==> config.mk <==
export PLATFORM = sky130hd
export DESIGN_NAME = pci_cfg_target
export DESIGN_NICKNAME = d
export VERILOG_FILES = /design/src/rtl/pci_pkg.sv /design/src/rtl/pci_par_gen.sv /design/src/rtl/pci_cfg_target.sv
export SDC_FILE = /design/constraint.sdc
export NUM_CORES = 1
export LEC_CHECK = 0
export ABC_CLOCK_PERIOD_IN_PS = 2540
export BUFFER_PORTS_ARGS = -buffer_cell sky130_fd_sc_hd__buf_2
export CAP_MARGIN = 30
export CORE_MARGIN = 2
export CORE_UTILIZATION = 40
export CTS_CLUSTER_DIAMETER = 60
export CTS_CLUSTER_SIZE = 12
export DETAILED_ROUTE_END_ITERATION = 6
export PLACE_DENSITY = 0.75
export SYNTH_ARGS = -nofsm -noshare
export SYNTH_HDL_FRONTEND = slang
export SYNTH_SLANG_ARGS = --single-unit
export TNS_END_PERCENT = 1
==> constraint.sdc <==
create_clock -name clk -period 2.54 [get_ports clk]
set_clock_uncertainty 0.05 [all_clocks]
set_input_delay 0.508 -clock clk [delete_from_list [all_inputs] [get_ports clk]]
set_output_delay 0.508 -clock clk [all_outputs]
set_load 0.01 [all_outputs]
==> src/rtl/pci_pkg.sv <==
// Shared PCI target definitions: config command codes and target FSM states.
package pci_pkg;
  localparam logic [3:0] PCI_CMD_CFG_READ  = 4'b1010;
  localparam logic [3:0] PCI_CMD_CFG_WRITE = 4'b1011;

  typedef enum logic [2:0] {
    IDLE,
    BUSY,
    DEVSEL,
    RD_DATA,
    WR_DATA,
    TAR
  } pci_tgt_state_t;
endpackage

==> src/rtl/pci_par_gen.sv <==
// Even parity across AD and C/BE#; used for both PAR drive and PAR check.
module pci_par_gen (
  input  logic [31:0] ad,
  input  logic [3:0]  cbe_n,
  output logic        par
);
  assign par = ^{ad, cbe_n};
endmodule

==> src/rtl/pci_cfg_target.sv <==
// Type 0 configuration target: claims cfg cycles, one data phase
// per transaction, drives read data/PAR and checks address/write PAR.
module pci_cfg_target
  import pci_pkg::*;
#(
  parameter logic [2:0] FUNC_NUM     = 3'd0,
  parameter logic       CHECK_PARITY = 1'b1
) (
  input  logic        clk,
  input  logic        rst,
  input  logic        pci_frame_n,
  input  logic        pci_irdy_n,
  input  logic        pci_idsel,
  input  logic [31:0] pci_ad_in,
  input  logic [3:0]  pci_cbe_n,
  input  logic        pci_par_in,
  output logic [31:0] pci_ad_out,
  output logic        pci_ad_oe,
  output logic        pci_par_out,
  output logic        pci_par_oe,
  output logic        pci_trdy_n,
  output logic        pci_devsel_n,
  output logic        pci_stop_n,
  output logic        pci_ctl_oe,
  output logic        cfg_enable,
  output logic        cfg_iswrite,
  output logic [5:0]  cfg_offset,
  output logic [31:0] cfg_write_val,
  output logic [3:0]  cfg_byte_en,
  input  logic [31:0] cfg_read_val,
  output logic        parity_error
);

  pci_tgt_state_t state_q, state_d;

  logic        frame_q;
  logic        irdy_q;
  logic        wr_q;
  logic        rd_first;
  logic        chk_pend;
  logic        chk_par;
  logic [31:0] ad_q;
  logic        addr_phase;
  logic        claim;
  logic        xfer;
  logic        bus_idle;
  logic        rd_strobe;
  logic        wr_strobe;
  logic        gen_par;
  logic        in_par;

  assign addr_phase = !pci_frame_n && frame_q && irdy_q;
  assign claim = addr_phase && pci_idsel
    && (pci_ad_in[1:0] == 2'b00)
    && (pci_ad_in[10:8] == FUNC_NUM)
    && ((pci_cbe_n == PCI_CMD_CFG_READ)
     || (pci_cbe_n == PCI_CMD_CFG_WRITE));
  assign xfer      = !pci_irdy_n;
  assign bus_idle  = pci_frame_n && pci_irdy_n;
  assign rd_strobe = (state_q == IDLE) && claim
    && (pci_cbe_n == PCI_CMD_CFG_READ);
  assign wr_strobe = (state_q == WR_DATA) && xfer;

  // read data arrives the cycle after the strobe: pass it through
  // on the first data cycle, then hold the captured copy
  assign pci_ad_out = rd_first ? cfg_read_val : ad_q;

  pci_par_gen u_gen (
    .ad    (pci_ad_out),
    .cbe_n (pci_cbe_n),
    .par   (gen_par)
  );

  pci_par_gen u_chk (
    .ad    (pci_ad_in),
    .cbe_n (pci_cbe_n),
    .par   (in_par)
  );

  always_comb begin
    state_d = state_q;
    unique case (state_q)
      IDLE: begin
        if (claim)           state_d = DEVSEL;
        else if (addr_phase) state_d = BUSY;
      end
      BUSY:    if (bus_idle) state_d = IDLE;
      DEVSEL:  state_d = wr_q ? WR_DATA : RD_DATA;
      RD_DATA: if (xfer || bus_idle) state_d = TAR;
      WR_DATA: if (xfer || bus_idle) state_d = TAR;
      TAR:     state_d = IDLE;
      default: state_d = IDLE;
    endcase
  end

  always_ff @(posedge clk or negedge rst) begin
    if (!rst) begin
      state_q       <= IDLE;
      frame_q       <= 1'b1;
      irdy_q        <= 1'b1;
      wr_q          <= 1'b0;
      rd_first      <= 1'b0;
      ad_q          <= '0;
      pci_ad_oe     <= 1'b0;
      pci_par_out   <= 1'b0;
      pci_par_oe    <= 1'b0;
      pci_trdy_n    <= 1'b1;
      pci_devsel_n  <= 1'b1;
      pci_stop_n    <= 1'b1;
      pci_ctl_oe    <= 1'b0;
      cfg_enable    <= 1'b0;
      cfg_iswrite   <= 1'b0;
      cfg_offset    <= '0;
      cfg_write_val <= '0;
      cfg_byte_en   <= '0;
      chk_pend      <= 1'b0;
      chk_par       <= 1'b0;
      parity_error  <= 1'b0;
    end else begin
      state_q      <= state_d;
      frame_q      <= pci_frame_n;
      irdy_q       <= pci_irdy_n;
      pci_devsel_n <= !(state_d inside {DEVSEL, RD_DATA, WR_DATA});
      pci_trdy_n   <= !(state_d inside {RD_DATA, WR_DATA});
      pci_stop_n   <= !(state_d inside {RD_DATA, WR_DATA});
      pci_ctl_oe   <= state_d inside {DEVSEL, RD_DATA, WR_DATA, TAR};
      pci_ad_oe    <= (state_d == RD_DATA);
      pci_par_oe   <= pci_ad_oe;
      rd_first     <= (state_q == DEVSEL) && (state_d == RD_DATA);
      cfg_enable   <= rd_strobe || wr_strobe;
      if (rd_first)  ad_q <= cfg_read_val;
      if (pci_ad_oe) pci_par_out <= gen_par;
      if ((state_q == IDLE) && claim) begin
        cfg_offset <= pci_ad_in[7:2];
        wr_q       <= pci_cbe_n[0];
      end
      if (rd_strobe) cfg_iswrite <= 1'b0;
      if (wr_strobe) begin
        cfg_iswrite   <= 1'b1;
        cfg_write_val <= pci_ad_in;
        cfg_byte_en   <= ~pci_cbe_n;
      end
      // PAR for a phase arrives one clock after that phase
      chk_pend <= CHECK_PARITY
        && (((state_q == IDLE) && addr_phase) || wr_strobe);
      chk_par      <= in_par;
      parity_error <= chk_pend && (pci_par_in != chk_par);
    end
  end

endmodule

== Word-level counts from Yosys, hierarchy flattened ==
Index checks and enable logic that the tools add are counted.

* Bits in registers: 92
* Bits of input ports: 74
* Output and inout bits: 84
* Logic and storage cells: 72

* Equality and inequality tests: 11
* Muxes and demuxes: 9
* Bitwise gates (word level): 1
* Reductions and logical operators: 31

{| class="wikitable"
|+ Operators by type and width
! kind !! number
|-
| 36-bit XOR reduction || 2
|-
| 32-bit 2-to-1 mux || 1
|-
| 3-bit 2-to-1 mux || 5
|-
| 1-bit logical AND || 13
|-
| 3-bit by 2-bit == test with 1-bit output, second input constant || 4
|-
| 3-bit case mux with 4 select lines || 1
|-
| 3-bit == test, second input constant || 3
|-
| 4-bit == test, second input constant || 2
|-
| 3-bit zero test || 2
|-
| 1-bit zero test || 4
|-
| 1-bit logical OR || 4
|-
| 4-bit NOT || 1
|-
| 2-bit nonzero test || 2
|-
| 4-bit nonzero test || 1
|-
| 3-bit by 1-bit == test with 1-bit output, second input constant || 1
|-
| 3-bit nonzero test || 1
|-
| 2-bit zero test || 1
|-
| 1-bit 2-to-1 mux || 2
|-
| 2-bit OR reduction || 1
|-
| 1-bit inequality test || 1
|}

== Logic depth before layout (Yosys ltp) ==
Gate-level depths: netlist (run 1).

* Word-level depth: 12
* Mapped depth: 9

== Hierarchy ==
Synthesis (run 1) repeated with hierarchy kept, for this count alone.

* Cell total of the unflattened synthesis: 356
* Area total of the unflattened synthesis: 4202.8 um^2

{| class="wikitable"
|+ By module, submodules not included
! module !! times used !! cells an instance !! area each (um^2)
|-
| pci_cfg_target || 1 || 288 || 3579.7
|-
| pci_par_gen || 2 || 34 || 311.5
|}

== Least setup slack after synthesis (run 1) ==
No wires, ideal clock.

* Kind: in2reg
* Start point: in pci_cbe_n[2]
* End point: reg pci_par_out
* Arrival time: 1977 ps
* Required time: 2364 ps
* Slack: 386 ps
* Stages: 8
* Buffers on the path: 0
* Cells stage by stage: inv_1 > ha_1 > xor2_1 > xnor2_1 > xor2_1 > xnor3_1 > xnor2_1 > mux2i_1

* Cells in the longest elaborated chain, start to end: 1

{| class="wikitable"
|+ RTL lines
! element !! RTL line !! text
|-
| start: declaration || pci_cfg_target.sv:15 || <nowiki>input logic [3:0] pci_cbe_n,</nowiki>
|-
| 36-bit XOR reduction || pci_par_gen.sv:7 || <nowiki>assign par = ^{ad, cbe_n};</nowiki>
|-
| end signal: assignment || pci_cfg_target.sv:132 || <nowiki>if (pci_ad_oe) pci_par_out <= gen_par;</nowiki>
|-
| end: declaration || pci_cfg_target.sv:19 || <nowiki>output logic pci_par_out,</nowiki>
|}

Every way passes these cells.
A chain may end at the register's enable or synchronous reset.

== Worst setup path after layout (run 1) ==
* Start point: reg rd_first
* End point: out pci_ad_out[27]

* Cells in the longest elaborated chain, start to end: 1

{| class="wikitable"
|+ RTL lines
! element !! RTL line !! text
|-
| start: declaration || pci_cfg_target.sv:39 || <nowiki>logic rd_first;</nowiki>
|-
| start signal: assignment || pci_cfg_target.sv:129 || <nowiki>rd_first <= (state_q == DEVSEL) && (state_d == RD_DATA);</nowiki>
|-
| 32-bit 2-to-1 mux || pci_cfg_target.sv:66 || <nowiki>assign pci_ad_out = rd_first ? cfg_read_val : ad_q;</nowiki>
|-
| end: declaration || pci_cfg_target.sv:17 || <nowiki>output logic [31:0] pci_ad_out,</nowiki>
|}

Every way passes these cells.

==> key figures, run 1 <==
Worst setup path
  – Worst reg2reg setup slack: 0.35 ns
  – Req. time, crit path: 1.98 ns
  – Worst setup EP type: output pin
  – Critical R2R Launch: rd_first
  – FF-to-FF End: pci_par_out
  – Startpoint Class: flip-flop
  – Arrival time worst endpoint: 1.82 ns
  – Crit Path Class: flip-flop to output pin
  – Crit Path Max Fanout: 13
  – FF-to-FF path depth: 7

Detailed routing
  – Drt wl/cell: 14.2 µm
  – Total Wirelength: 9.95 mm
  – Final ANT Viol Nets: 0
  – Vias: 3248
  – Initial DRC count: 112
  – Routed vias/inst: 4.65
  – Post-route DRC: 0
  – Drt pass-1 iters: 4

Die
  – Die width: 109 µm
  – Row cnt: 38
  – Total core area: 10700 µm²
  – Die area: 11800 µm²
  – Ports: 158
  – Initial core utilization: 0.407
  – Die height: 109 µm

STA
  – Rel. slew slack: 0.660
  – Final period util: 0.937
  – Setup TNS Final: 0 ns
  – Hold Fails Final Rpt: 0
  – RSZ-0062 raised after global routing: false
  – Worst-margin pin slew: 0.510 ns
  – Max Fclk: 0.420 GHz
  – Max Slew Vio Count: 0
  – Min cycle time layout: 2.38 ns
  – Setup violations, final: 0

Clocking
  – # resized after CTS: 0
  – CTS H-Tree Depth: 3
  – Clk_lat worst skew: 0.36 ns
  – CTS Buffer Depth: 2
  – TritonCTS buffer count: 9
  – Post-CTS Repair Setup Buffers: 0
  – Post-cts hold buffer count: 0
  – CTS tree: yes
  – Clock tree root driver cell: clkbuf_8
  – Clk sinks: 92
  – Clock transition at path regs: 0.09 ns

Pwr
  – Pwr/cell area: 563 nW/µm²
  – P_int: 2.24 mW
  – Sequential share of power: 0.511
  – LEAKAGE: 3.03 nW
  – Switching power: 0.860 mW
  – Comb power frac: 0.197
  – Sw Ratio: 0.278
  – Clock share of power: 0.291
  – Worst vdd ir: 0.278 mV

Placed design
  – Port Buffers: 157
  – Final GP Congestion: 0.788
  – Cells after DPL: 683
  – DP HPWL: 7.72 mm

Yosys
  – Synth Register Bits: 92
  – Syn. warnings: 0
  – Post-synthesis net count: 471
  – Synth area leader: dfrtp_1
  – Largest cells by area after synthesis: dfrtp_1, xnor2_1, mux2_2
  – Mean Syn Cell Area: 11.1 µm²
  – Cell count after synthesis: 392
  – Unique cell type count in the Yosys netlist: 32
  – Sequential fraction of the synthesis area: 0.528
  – Mapped cell area: 4370 µm²
  – Top cell type's share of synthesized area: 0.504

GRT
  – First-pass GRT wire length: 15.6 mm
  – Largest net degree at the start of global routing: 47
  – Vias in the first global route: 3334
  – Antenna violations before repair: 0
  – GRT Overall Usage: 0.174
  – Remaining Overflow, GRT: 0

Layout
  – Diode count: 0
  – Final nets: 633
  – Fill cell count: 990
  – Finished Layout Cells: 699
  – Share of cells above drive strength 1: 0.406
  – Most common cell after layout, fill and taps aside: buf_2
  – Area Overhead vs Synth: 25.8%
  – Commonest cells after routing, fill and taps aside: buf_2, nand2_1, dfrtp_1

Status
  – Outcome: finished clean

Worst hold path
  – Hold WC Path Type: primary input to asynchronous set/reset pin

Job
  – MaxCap Viol Count: 0
==> worst max path at each step <==
stage / from / to / slack (ns) / cells after the start
final: rd_first / pci_ad_out[27] / 0.16 / 4
after global routing: rd_first / pci_ad_out[28] / 0.05 / 4
after CTS: rd_first / pci_ad_out[27] / 0.11 / 4
after detailed placement: pci_cbe_n[0] / pci_par_out / 0.03 / 9
after global placement: pci_cbe_n[2] / pci_par_out / 0.14 / 9
after floorplan: pci_cbe_n[2] / pci_par_out / 0.39 / 8
==> critical path, stage by stage, from the launching register on <==
cell	delay [ns]
dfrtp_2	0.54
buf_4	0.27
buf_4	0.16
mux2_2	0.34
buf_2	0.14
==> Yosys cell counts (all sizes together) <==
cell type and number:
or2 1, inv 8, dfstp 4, buf 4, o211ai 2, xnor3 2
nand3 1, nor2 7, ha 5, xnor2 48, and2 1, xor2 28
nor3 2, nor2b 4, mux2 38, or3 1, nand2b 6, a21o 1
a21oi 7, clkbuf 12, dfrtp 88, mux2i 11, o21ai 11, nand4 1
nand2 97, nor4b 1, o22ai 1
==> per-layer routing <==
| metal | up-vias | global-route usage | part of all wire |
|---|---|---|---|
| li1 | 1579 | - | - |
| met3 | 12 | 0.0567 | 0.097 |
| met2 | 127 | 0.293 | 0.47 |
| met1 | 1530 | 0.204 | 0.41 |
| met4 | 0 | 0.0714 | 0.017 |
| met5 | - | 0 | 0 |
==> final cells by class <==
type	instances	area, µm²	area share
Multi-Input combinational cell	276	1940	0.353
Clock buffer	11	141	0.0257
Tap cell	140	175	0.0319
Clock inverter	5	37.5	0.00683
Sequential cell	92	2310	0.420
Inverter	8	30.0	0.00546
Timing Repair Buffer	167	863	0.157
==> state kept, by name (all words and copies together) (netlist names), 3 cells and up <==
name / count
cfg_byte_en: 4
cfg_offset: 6
cfg_write_val: 32
state_q: 3
ad_q: 32
==> through the flow <==
step	hold WS, ns	utilization	cell area, µm²	total power [mW]	setup slack (ns)
after floorplan	0.162	-	4370	1.99	0.386
after global placement	0.358	0.495	5320	2.21	0.138
after detailed placement	0.379	0.495	5320	2.23	0.0346
after CTS	0.0537	0.512	5500	3.15	0.113
final	0.0549	0.512	5500	3.10	0.161
after global routing	0.0733	0.512	5500	3.28	0.0543
==> power groups by stage <==
stage	clock network, mW	registers (mW)	logic (mW)
6_report	0.902	1.58	0.611
5_1_grt	1.01	1.59	0.678
4_1_cts	0.944	1.58	0.625
3_5_place_dp	0	1.61	0.623
3_3_place_gp	0	1.61	0.605
2_1_floorplan	0	1.62	0.368
==> cells by family (layout without fill, tap and decap cells) <==
kind of cell | count (synthesis) | after routing | synth area share
buffers and inverters | 24 | 191 | 0.0292
adders and majority gates | 5 | 5 | 0.0143
xor gates and xnor gates | 78 | 78 | 0.163
and+or+nand+nor | 122 | 122 | 0.115
DFF | 92 | 92 | 0.528
AOI/OAI and AO/OA | 22 | 22 | 0.0272
muxes | 49 | 49 | 0.124
No activity file was read; power rests on OpenSTA's default activity.
==> run 2, diff against run 1 <==
--- a/constraint.sdc
+++ b/constraint.sdc
@@ -4,2 +4,2 @@
 set_output_delay 0.508 -clock clk [all_outputs]
-set_load 0.01 [all_outputs]
+set_load 0.1 [all_outputs]
==> run 2 against run 1 <==
Via count increased by 0.95%. Non-clock buffer count unchanged. Sequential power barely moved. Clock-buffer cell count unchanged. Routed wire length shrank 1.3%. Core utilization rose by 0.44 points. Hold slack worse by 0.030 ns. Sequential share of layout area decreased by 0.36 points. First-iteration DRC count down 47%. Maximum frequency is 2.1% lower. Die area stayed put. Largest power group unchanged.
==> key figures, run 2 (synthesis gave the netlist of run 1 again) <==
Worst setup path
  – Crit Path Max Fanout: 18
  – Worst setup EP type: output pin
  – Arrival time worst endpoint: 1.87 ns
  – Worst path cell trace: buf_12 > buf_4 > mux2_2 > buf_2
  – Crit Path Class: flip-flop to output pin
  – Startpoint Class: flip-flop
  – CP max stage cell: dfrtp_2
  – Req. time, crit path: 1.98 ns
  – Slowest cell delay on critical path: 0.44 ns

Clocking
  – Clock tree root driver cell: clkbuf_8
  – Post-cts hold buffer count: 0
  – CTS tree: yes
  – CTS H-Tree Depth: 3
  – CTS Buffer Depth: 2
  – TritonCTS buffer count: 9
  – Clk_lat worst skew: 0.35 ns
  – Clk sinks: 92
  – # resized after CTS: 0
  – Clock transition at path regs: 0.09 ns

Placed design
  – Final GP Congestion: 0.782
  – Worst slack at placement: 0.0298 ns
  – DP HPWL: 7.60 mm
  – Dpl cell area: 5330 µm²
  – Port Buffers: 157

Detailed routing
  – Initial DRC count: 59
  – Routed vias/inst: 4.69
  – Drt pass-1 iters: 4
  – Total Wirelength: 9.83 mm
  – Post-route DRC: 0
  – Vias: 3279
  – Final ANT Viol Nets: 0
  – Drt wl/cell: 14.1 µm

Job
  – MaxCap Viol Count: 0

Die
  – Die width: 109 µm
  – Total core area: 10700 µm²
  – Row cnt: 38
  – Ports: 158
  – Initial core utilization: 0.407
  – Die area: 11800 µm²
  – Die height: 109 µm

GRT
  – Most Used Layer, Global Route: met2
  – Vias in the first global route: 3276
  – Antenna violations before repair: 0
  – Met1 Use GR: 0.202
  – First-pass GRT wire length: 15.5 mm
  – Remaining Overflow, GRT: 0
  – Met3 usage: 0.0669
  – Met2 usage: 0.287
  – Largest net degree at the start of global routing: 47
  – GRT Overall Usage: 0.171

Pwr
  – Sequential share of power: 0.444
  – LEAKAGE: 3.05 nW
  – Switching power: 1.22 mW
  – Pwr/cell area: 642 nW/µm²
  – Clock share of power: 0.279
  – Comb power frac: 0.276
  – Worst vdd ir: 0.348 mV
  – P_int: 2.34 mW
  – Sw Ratio: 0.343

Status
  – Outcome: finished clean

Layout
  – Layout Utilization: 0.516
  – Most common cell after layout, fill and taps aside: buf_2
  – Sequential cell area: 2310 µm²
  – Area occupied by multi-input gates: 1940 µm²
  – Final nets: 633
  – Commonest cells after routing, fill and taps aside: buf_2, nand2_1, dfrtp_1
  – Share of cells above drive strength 1: 0.406
  – Fill cell count: 982
  – Top flop regs: ad_q x32, cfg_write_val x32, cfg_offset x6
  – Area Overhead vs Synth: 26.9%
  – Diode count: 0
  – Cell area after layout: 5540 µm²

STA
  – Rel. slew slack: 0.664
  – Final period util: 0.956
  – Min cycle time layout: 2.43 ns
  – Hold Fails Final Rpt: 0
  – Setup violations, final: 0
  – Worst-margin pin slew: 0.507 ns
  – RSZ-0062 raised after global routing: false
  – Max Fclk: 0.412 GHz
  – Max Slew Vio Count: 0
  – Final WS setup: 0.111 ns
  – Setup TNS Final: 0 ns

Worst hold path
  – Hold WC Path Type: primary input to asynchronous set/reset pin
-- run 2: cell count changes in the layout (fill, tap and decap cells not counted), sizes merged --
cell | previous run | this run
bufinv | 0 | 1
clkinv | 3 | 2
clkinvlp | 2 | 1
inv | 8 | 9
-- run 2: final cells by class --
| class | count | share of cell area |
|---|---|---|
| repair buffers | 167 | 0.160 |
| clock buffers | 11 | 0.0255 |
| flip-flops and latches | 92 | 0.416 |
| well taps | 140 | 0.0316 |
| clock inverters | 5 | 0.0108 |
| multi-input cells | 276 | 0.350 |
| inverters | 8 | 0.00542 |
-- run 2: per-stage QoR --
step                hold WS, ns  power [mW]  std cells
floorplan                 0.162        2.37        392
global placement          0.365        2.59        681
detailed placement        0.370        2.61        681
CTS                      0.0203        3.62        697
global route             0.0306        3.75        699
finish                   0.0246        3.56        699
-- run 2: layer usage --
| layer | up-vias | wire length [µm] |
|---|---|---|
| met5 | - | 0 |
| li1 | 1582 | - |
| met1 | 1560 | 4070 |
| met4 | 0 | 98 |
| met2 | 128 | 4680 |
| met3 | 9 | 982 |
-- run 2: critical path, delay by kind of cell (launching register included) --
| kind | cells | cell delay [ns] |
|---|---|---|
| muxes | 1 | 0.37 |
| DFF | 1 | 0.44 |
| buffers and inverters | 3 | 0.70 |
-- run 2: final timing paths --
| check | from | endpoint | slack [ns] | cells past startpoint |
|---|---|---|---|---|
| max | rd_first | pci_ad_out[6] | 0.11 | 4 |
| min | rst | cfg_write_val[5] | 0.02 | 1 |
| max reg2reg | rd_first | pci_par_out | 0.44 | 8 |
| min reg2reg | pci_ad_oe | pci_par_oe | 0.38 | 0 |
| max in group asynchronous | rst | cfg_write_val[22] | 1.70 | 2 |
| min in group clk | pci_frame_n | frame_q | 0.23 | 1 |
-- run 2: timing repair --
item	4_1_cts	5_1_grt
endpoints found under the setup margin	0	8
setup buffers	0	2
endpoints found under the hold margin	0	0
-- run 2: power groups by stage --
stage	clock (mW)	combinational (mW)	sequential, mW
2_1_floorplan	0	0.500	1.87
3_3_place_gp	0	0.983	1.61
3_5_place_dp	0	0.999	1.61
4_1_cts	1.04	1.00	1.58
5_1_grt	1.11	1.05	1.59
6_report	0.995	0.984	1.58
==> run 3, diff against run 2 <==
- ABC_CLOCK_PERIOD_IN_PS: 2540 -> 2200
- CTS_BUF_LIST: not set -> sky130_fd_sc_hd__clkbuf_8
- GPL_ROUTABILITY_DRIVEN: not set -> 0
- PLACE_DENSITY: 0.75 -> 0.77
- clock period: 2.54 -> 2.2 ns (I/O delays scaled with it)
==> run 3 against run 2 <==
Register-to-register slack lost 0.34 ns. Final cell count grew 0.72%. Combinational power grew 22%. Setup slack lost 0.044 ns. Final area grew 7.3%. Die area is the same. Non-clock buffer count grew 5. Critical path depth is the same. Sequential power grew 16%. Global-route usage grew 0.25 points. Sequential cell count is the same.
==> key figures, run 3 (synthesis gave the netlist of run 1 again) <==
Pwr
  – Switching power: 1.42 mW
  – Clock share of power: 0.253
  – P_int: 2.63 mW
  – Total power: 4.05 mW
  – Sw Ratio: 0.352
  – LEAKAGE: 3.13 nW
  – Sequential share of power: 0.451
  – Worst vdd ir: 0.357 mV
  – Pwr/cell area: 681 nW/µm²
  – Comb power frac: 0.296

Placed design
  – DP HPWL: 7.45 mm
  – Port Buffers: 157
  – Worst slack at placement: -0.192 ns
  – Dpl cell area: 5600 µm²

GRT
  – Antenna violations before repair: 0
  – GRT Overall Usage: 0.174
  – Vias in the first global route: 3344
  – Largest net degree at the start of global routing: 93
  – Remaining Overflow, GRT: 0
  – First-pass GRT wire length: 16.0 mm

Worst hold path
  – Hold WC Path Type: primary input to asynchronous set/reset pin

Layout
  – Top flop regs: ad_q x32, cfg_write_val x32, cfg_offset x6
  – Sequential cell area: 2310 µm²
  – Cell area after layout: 5950 µm²
  – Commonest cells after routing, fill and taps aside: buf_2, nand2_1, dfrtp_1
  – Share of cells above drive strength 1: 0.418
  – Fill cell count: 896
  – Final nets: 638
  – Area Overhead vs Synth: 36.1%
  – Diode count: 0
  – Area occupied by multi-input gates: 1970 µm²
  – Most common cell after layout, fill and taps aside: buf_2

Die
  – Die height: 109 µm
  – Total core area: 10700 µm²
  – Ports: 158
  – Initial core utilization: 0.407
  – Row cnt: 38
  – Die area: 11800 µm²
  – Die width: 109 µm

Worst setup path
  – Req. time, crit path: 1.71 ns
  – FF-to-FF End: pci_par_out
  – Critical R2R Launch: rd_first
  – Crit Path Class: flip-flop to output pin
  – FF-to-FF path depth: 8
  – Crit. Startpoint: rd_first
  – Startpoint Class: flip-flop
  – Crit Path Max Fanout: 16
  – Worst reg2reg setup slack: 0.10 ns
  – Arrival time worst endpoint: 1.64 ns
  – Worst setup EP type: output pin
  – Critical Path End: pci_ad_out[7]

Clocking
  – CTS Buffer Depth: 2
  – Clk_lat worst skew: 0.35 ns
  – Clock tree root driver cell: clkbuf_8
  – Clock transition at path regs: 0.09 ns
  – Clk sinks: 92
  – TritonCTS buffer count: 9
  – CTS H-Tree Depth: 3
  – Post-cts hold buffer count: 0
  – CTS tree: yes

Detailed routing
  – Post-route DRC: 0
  – Routed vias/inst: 4.72
  – Drt pass-1 iters: 4
  – Initial DRC count: 135
  – Final ANT Viol Nets: 0
  – Total Wirelength: 10.0 mm
  – Vias: 3326
  – Drt wl/cell: 14.2 µm

Job
  – MaxCap Viol Count: 0

STA
  – Rel. slew slack: 0.664
  – Hold Fails Final Rpt: 0
  – Setup violations, final: 0
  – Final WS setup: 0.0669 ns
  – Min cycle time layout: 2.13 ns
  – RSZ-0062 raised after global routing: true
  – Max Slew Vio Count: 0
  – Worst-margin pin slew: 0.507 ns
  – Final period util: 0.970
  – Max Fclk: 0.469 GHz

Status
  – Outcome: finished clean
==> run 3: metal layers <==
metal / routed length, µm / vias to the layer above / global-route usage
met4: 117 / 0 / 0.0577
met3: 909 / 10 / 0.0506
met2: 4900 / 133 / 0.304
met5: 0 / - / 0
li1: - / 1596 / -
met1: 4090 / 1587 / 0.203
==> run 3: what timing repair did <==
item,4_1_cts,5_1_grt
gates resized for setup,18,11
cloned,1,0
pin swaps,0,0
buffers inserted,3,2
setup endpoints to repair,14,7
==> run 3: how the worst min path moves through the flow <==
stage	startpoint	end	cells after the start
global placement	chk_pend	parity_error	1
finish	rst	cfg_offset[1]	2
detailed placement	chk_pend	parity_error	1
floorplan	rst	ad_q[0]	0
CTS	rst	cfg_write_val[6]	2
global route	rst	cfg_offset[1]	2
==> run 3: worst max-delay path, stage by stage (launching register included) <==
cell     delay (ns)
dfrtp_2        0.42
buf_12         0.14
buf_8          0.16
mux2_2         0.39
buf_12         0.18
==> run 3: power groups by stage <==
stage	Clock, mW	Sequential [mW]	Combinational, mW
floorplan	0	2.16	0.577
global placement	0	1.85	1.18
detailed placement	0	1.86	1.19
CTS	1.08	1.83	1.20
global route	1.15	1.84	1.28
finish	1.03	1.83	1.20
==> run 3: cell type report <==
cell class / instances / share of cell area
multi-input combinational: 276 / 0.332
tap: 140 / 0.0294
clock buffer: 10 / 0.0231
timing repair buffer: 172 / 0.216
inverter: 8 / 0.00505
sequential: 92 / 0.388
clock inverter: 6 / 0.00673
==> run 3: stage by stage <==
step                      hold slack, ns  setup TNS (ns)   util  instances
after CTS                         0.0876          -0.187  0.549        703
after detailed placement           0.395          -0.192  0.521        683
final                             0.0728               0  0.554        704
after global placement             0.395          -0.127  0.521        683
after global routing               0.104         -0.0392  0.554        704
after floorplan                   0.0944               0      -        392
